`config.mk`:
```
export PLATFORM = sky130hd
export DESIGN_NAME = rally_controller
export DESIGN_NICKNAME = d
export VERILOG_FILES = /design/src/rtl/rally_controller.sv
export SDC_FILE = /design/constraint.sdc
export NUM_CORES = 1
export LEC_CHECK = 0
export CORE_UTILIZATION = 60
export CTS_CLUSTER_SIZE = 16
export DETAILED_ROUTE_END_ITERATION = 12
export PLACE_DENSITY_LB_ADDON = 0.05
export SETUP_SLACK_MARGIN = 0.4
export SKIP_CTS_REPAIR_TIMING = 1
export SLEW_MARGIN = 20
export SYNTH_ARGS = -nofsm -noshare
export SYNTH_HDL_FRONTEND = slang
export SYNTH_SLANG_ARGS = --single-unit
```
`constraint.sdc`:
```
create_clock -name clk -period 8 [get_ports clk]
set_clock_uncertainty 0.2 [all_clocks]
set_input_delay 1.2 -clock clk [delete_from_list [all_inputs] [get_ports clk]]
set_output_delay 1.2 -clock clk [all_outputs]
set_load 0.03 [all_outputs]
```
`src/rtl/rally_controller.sv`:
```
// rally_controller: match sequencer that freezes play after points, serves the ball after a pause and handles start/game over.
module rally_controller #(
  parameter int TICK_DIV    = 650_000,
  parameter int HOLD_TICKS  = 150,
  parameter int SERVE_TICKS = 50
) (
  input  logic       clk,
  input  logic       rst,
  input  logic       start_btn,
  input  logic [3:0] score_player1,
  input  logic [3:0] score_player2,
  input  logic       endgame,
  output logic       freeze,
  output logic       ball_reset,
  output logic       serve_side,
  output logic       game_reset,
  output logic       game_over
);
  localparam int PW = TICK_DIV > 1 ? $clog2(TICK_DIV) : 1;
  typedef enum logic [2:0] {IDLE, SERVE, PLAY, POINT_HOLD, GAMEOVER} state_t;
  state_t state, nxt;
  logic [PW-1:0] pcnt;
  logic [7:0] tcnt;
  logic [1:0] sync;
  logic sync_d, start_rise;
  logic [3:0] prev_s1, prev_s2;
  logic tick, p1_pt, p2_pt, start_ok;
  assign tick = pcnt == PW'(TICK_DIV - 1);
  assign p1_pt = score_player1 != prev_s1;
  assign p2_pt = score_player2 != prev_s2;
  assign start_ok = start_rise && (state == IDLE || state == GAMEOVER);
  always_comb begin
    nxt = state;
    case (state)
      IDLE, GAMEOVER: nxt = start_rise ? SERVE : state;
      SERVE:          nxt = tick && tcnt == 8'(SERVE_TICKS - 1) ? PLAY : SERVE;
      PLAY:           nxt = endgame ? GAMEOVER : (p1_pt || p2_pt) ? POINT_HOLD : PLAY;
      POINT_HOLD:     nxt = tick && tcnt == 8'(HOLD_TICKS - 1) ? (endgame ? GAMEOVER : SERVE) : POINT_HOLD;
      default:        nxt = IDLE;
    endcase
  end
  // outputs are decoded from the next state so they are registered with it
  always_ff @(posedge clk or negedge rst) begin
    if (!rst) begin
      pcnt       <= '0;
      sync       <= '0;
      sync_d     <= 1'b0;
      start_rise <= 1'b0;
      prev_s1    <= '0;
      prev_s2    <= '0;
      state      <= IDLE;
      tcnt       <= '0;
      freeze     <= 1'b1;
      ball_reset <= 1'b0;
      serve_side <= 1'b0;
      game_reset <= 1'b0;
      game_over  <= 1'b0;
    end else begin
      pcnt       <= tick ? '0 : pcnt + 1'b1;
      sync       <= {sync[0], start_btn};
      sync_d     <= sync[1];
      start_rise <= sync[1] & ~sync_d;
      prev_s1    <= score_player1;
      prev_s2    <= score_player2;
      state      <= nxt;
      tcnt       <= nxt != state ? '0 : tcnt + 8'(tick);
      freeze     <= nxt != PLAY;
      ball_reset <= nxt == SERVE;
      game_over  <= nxt == GAMEOVER;
      game_reset <= start_ok;
      serve_side <= start_ok ? 1'b0 : (state == PLAY && !endgame && (p1_pt || p2_pt)) ? !p1_pt : serve_side;
    end
  end
endmodule

```
Word level (Yosys, flattened, before mapping) --
Cells that the tools add are included.
Word-level totals: flip-flop bits (word level) 48, bits in latches 0, RAM bits 0, bits in read-only memories 0, bits of input ports 12, output and inout bits 5, logic and storage cells 53, memories kept 0
Operators by class: add/sub/neg operators 2, $mul 0, div/mod/pow operators 0, $lt $le $gt $ge 0, equality and inequality tests 13, shift operators 0, muxes and demuxes 11, bitwise logic cells 2, reductions and logical operators 12
Operators with widths (count):
- 20-bit by 1-bit adder with 20-bit output (second input constant) | 1
- 20-bit equality test (second input constant) | 1
- 20-bit 2-to-1 mux | 1
- 3-bit 2-to-1 mux | 4
- 3-bit case mux with 4 select lines | 1
- 8-bit by 1-bit adder with 8-bit output | 1
- 8-bit by 6-bit equality test with 1-bit output (second input constant) | 1
- 8-bit equality test (second input constant) | 1
- 8-bit 2-to-1 mux | 1
- 4-bit != test | 2
- 3-bit by 1-bit equality test with 1-bit output (second input constant) | 2
- 3-bit by 2-bit equality test with 1-bit output (second input constant) | 2
- 3-bit equality test (second input constant) | 2
- 1-bit logical AND | 5
- 3-bit zero test | 1
- 1-bit 2-to-1 mux | 3
- 3-bit by 2-bit != test with 1-bit output (second input constant) | 1
- 3-bit != test | 1
- 1-bit zero test | 2
- 1-bit logical OR | 2
- 2-bit 2-to-1 mux | 1
- 2-bit nonzero test | 1
- 2-bit OR reduction | 1
- 1-bit bitwise AND | 1
- 1-bit inverter | 1

Longest topological paths before layout --
depth after elaboration 7, gate-level depth with buffers 12

Worst setup path after synthesis --
Ideal clock, no wire load.
path type register -> register, from reg pcnt[4], to reg tcnt[4], setup time 0.120 ns, arrival 2.476 ns, path slack 5.203 ns, cell stages (with the launch flop) 11, path buffers 1, period minus slack after synthesis 2.797 ns, cells stage by stage dfrtp_1 nor4b_1 nand3_1 nor3_1 clkbuf_1 ha_1 ha_1 nand3_1 xnor2_1 and3_1 a41o_1
On the way: longest elaborated chain between the ends 6, elaborated cells between the ends (all ways) 9, classes of those cells add/sub: 1; eq/ne: 2; mux: 4; reduce/logical: 2
RTL lines:
- start: declaration | line 22 | logic [PW-1:0] pcnt;
- start signal: assignment | line 59 | pcnt <= tick ? '0 : pcnt + 1'b1;
- 20-bit equality test (*) | line 28 | assign tick = pcnt == PW'(TICK_DIV - 1);
- parallel branches: the longest is 4 deep, another holds 8-bit by 1-bit adder with 8-bit output
- 8-bit 2-to-1 mux (*) | line 66 | tcnt <= nxt != state ? '0 : tcnt + 8'(tick);
- end signal: assignment | line 66
- end: declaration | line 23 | logic [7:0] tcnt;
Every way passes the cells marked *. A chain may end at the register's enable or synchronous reset.

Worst setup path after layout --
from in score_player1[2], to reg tcnt[3]
On the way: longest elaborated chain between the ends 7
RTL lines:
- start: declaration | line 10 | input logic [3:0] score_player1,
- 4-bit != test | line 29 | assign p1_pt = score_player1 != prev_s1;
- 1-bit logical OR | line 37 | PLAY: nxt = endgame ? GAMEOVER : (p1_pt || p2_pt) ? POINT_HOLD : PLAY;
- 1-bit 2-to-1 mux | line 37
- 3-bit 2-to-1 mux | line 37
- 3-bit case mux with 4 select lines | line 34 | case (state)
- 3-bit != test | line 66
- 8-bit 2-to-1 mux | line 66
Every way passes these cells.

==> impl_metrics.ini <==
[outcome]
status = finished, final reports clean

[layout]
n_fill_cell = 252
fin_util = 0.7332
area_delta_synth_final_pct = 13.00
multiInputGateArea_um2 = 993.5
nets = 231
regArea_um2 = 1202
most-common-layout-cells = dfrtp_1 (47), xnor2_1 (20), nor2_1 (18)
mostFrequentLayoutCell = dfrtp_1
fin_cells = 263
diodes = 0
drive_gt1_frac = 0.07373

[power_and_ir_drop]
ir_drop_mv = 0.1425
finalPower_uw = 435.2
power_density_nw_per_um2 = 172.4
leakage_nw = 1.184

[worst_setup_path]
cp-start-kind = primary input
arrival_ns = 3.09
worstSetupPathType = in -> reg
cp_slowest_cell = a31oi_1
worstPathCellList = clkdlybuf4s50_1 -> xnor2_1 -> nand4_1 -> a31oi_1 -> and3_1 -> a22o_1
cpPeakStageDelay_ns = 0.72
end_kind = flop
cp_max_fo = 12
critPathRequiredTime_ns = 8.04

[synth]
postSynthCellCount = 197
syn_nets = 212
ys_seq_elements = 48
syn_avg_cell_area_um2 = 11.34
synthesis.area_um2 = 2233
yosys_warnings = 0
synth_seq_area_share = 0.5384
synth.distinct_cells = 37

[die]
dieHeight_um = 63.01
die_x_um = 63.01
die_area_um2 = 3970
core_um2 = 3442
start_util = 0.6489
pin_count = 17
row_count = 21

[route]
routed_wl_mm = 4.060
drc = 0
wl_per_cell_um = 15.44
drtAntennaViolNets = 0
first_iter_violations = 122
firstDrtPassIters = 4
num_vias = 1554
avgViaCountPerCell = 5.909

[cts]
cts_made_buffers = 5
clk_latency_ns = 0.30
clockBufferDepth = 2
cts.reportedPaths.clkPinSlew_ns = 0.08
cts_sinks = 48
root_buffer = clkbuf_8
htreeDepth = 2
cts_tree = built

[placed_design]
numPortBuffers = 16
post-dp-hpwl_mm = 2.816
dp.cells = 255
place_ws_ns = 4.639
gp_congestion = 0.8896

[sta]
finalHoldViolations = 0
worst_slack_ns = 4.942
layout_min_cycle_time_ns = 3.058
setup_violations = 0
worst_pin_slew_ns = 0.9428
grt_setup_unrepaired = false
finalCritPeriodShare = 0.3823
drv_slew = 0
tns_ns = 0
fmax_mhz = 327.0
relSlewSlack = 0.3657

[grt]
grt_max_degree = 49
grt_pass1_vias = 1695
grt_overflow = 0
track_usage = 0.2364
antenna_found_initial = 0
grt_pass1_wl_mm = 7.155

[run]
drv_cap = 0

[min_path]
min-delay-path-class = reg -> reg
## path summary, 6_finish.rpt
path                       cells past startpoint        startpoint  slack [ns]          to
max in group asynchronous                      1               rst        6.51    pcnt[14]
min in group asynchronous                      1               rst        0.68  prev_s2[2]
setup reg to reg                              10           pcnt[4]        5.19     tcnt[4]
hold / removal                                 0           sync[1]        0.17      sync_d
hold reg to reg                                0           sync[1]        0.17      sync_d
setup / recovery                               6  score_player1[2]        4.94     tcnt[3]
## synthesized netlist by cell type (all sizes together)
cell type  instances  area (um^2)
a21o               1        7.510
a21oi              1        5.000
a22o               2        17.52
a31oi              2        27.53
a41o               6        60.06
and2               1        6.260
and3              13        81.33
and4               2        17.52
buf                1        11.26
clkbuf             4        15.01
dfrtp             47         1176
dfstp              1        26.28
ha                 3        37.54
inv                3        11.26
nand2             13        51.30
nand3             14        70.07
nand4              6        37.54
nand4b             2        17.52
nand4bb            1        11.26
nor2              18        67.56
nor2b              2        12.51
nor3               6        30.03
nor4               3        40.04
nor4b              2        17.52
o211a              1        10.01
o211ai             2        15.01
o21a               3        22.52
o21ai              2        10.01
o221ai             1        15.01
or4b               1        13.76
or4bb              1        11.26
xnor2             20        175.2
xor2              12        105.1
## report_power, final
group          switching [mW]  leakage [nW]  total (mW)  internal (mW)
sequential            0.00337         0.615       0.252          0.249
combinational          0.0204         0.525      0.0359         0.0155
clock                  0.0769        0.0445       0.147         0.0702
## metrics by stage
stage,area [um^2],hold WS (ns)
6_report,2524,0.1743
5_1_grt,2524,0.1881
4_1_cts,2521,0.1740
3_5_place_dp,2427,0.1529
3_3_place_gp,2427,0.1369
2_1_floorplan,2233,0.1312
## sequential cells by signal, summed over array words and instances, names as in the netlist, 2 cells and up
name / count
state: 3
tcnt: 8
sync: 2
prev_s1: 4
prev_s2: 4
pcnt: 20
## area by class of cell
cell class / instances / area share
inverter: 3 / 0.004462
multi-input combinational: 141 / 0.3937
clock inverter: 1 / 0.002975
tap: 46 / 0.02281
clock buffer: 7 / 0.03421
sequential: 48 / 0.4764
timing repair buffer: 17 / 0.06544
## per-layer routing
metal / GRT usage / up-vias / wire (um)
met5: 0 / - / 0
met2: 0.4234 / 37 / 2032
met4: 0.08140 / 0 / 59
met3: 0.05839 / 7 / 154
met1: 0.2717 / 770 / 1814
li1: - / 740 / -
## critical path, delay by kind of cell
kind            cells  cell delay, ns
simple gates        2            0.43
buf+inv             1            0.49
compound gates      2            0.84
xor+xnor            1            0.13
## cell families (layout without fill, tap and decap cells)
kind of cell,after synthesis,count (layout),synth area share
AO/OA/AOI/OAI,21,21,0.08515
XOR/XNOR,32,32,0.1255
adder cells (fa/ha/maj),3,3,0.01681
buffers and inverters,8,28,0.01680
flip-flops,48,48,0.5384
AND/OR/NAND/NOR,85,85,0.2174
No activity file was read; power rests on OpenSTA's default activity.
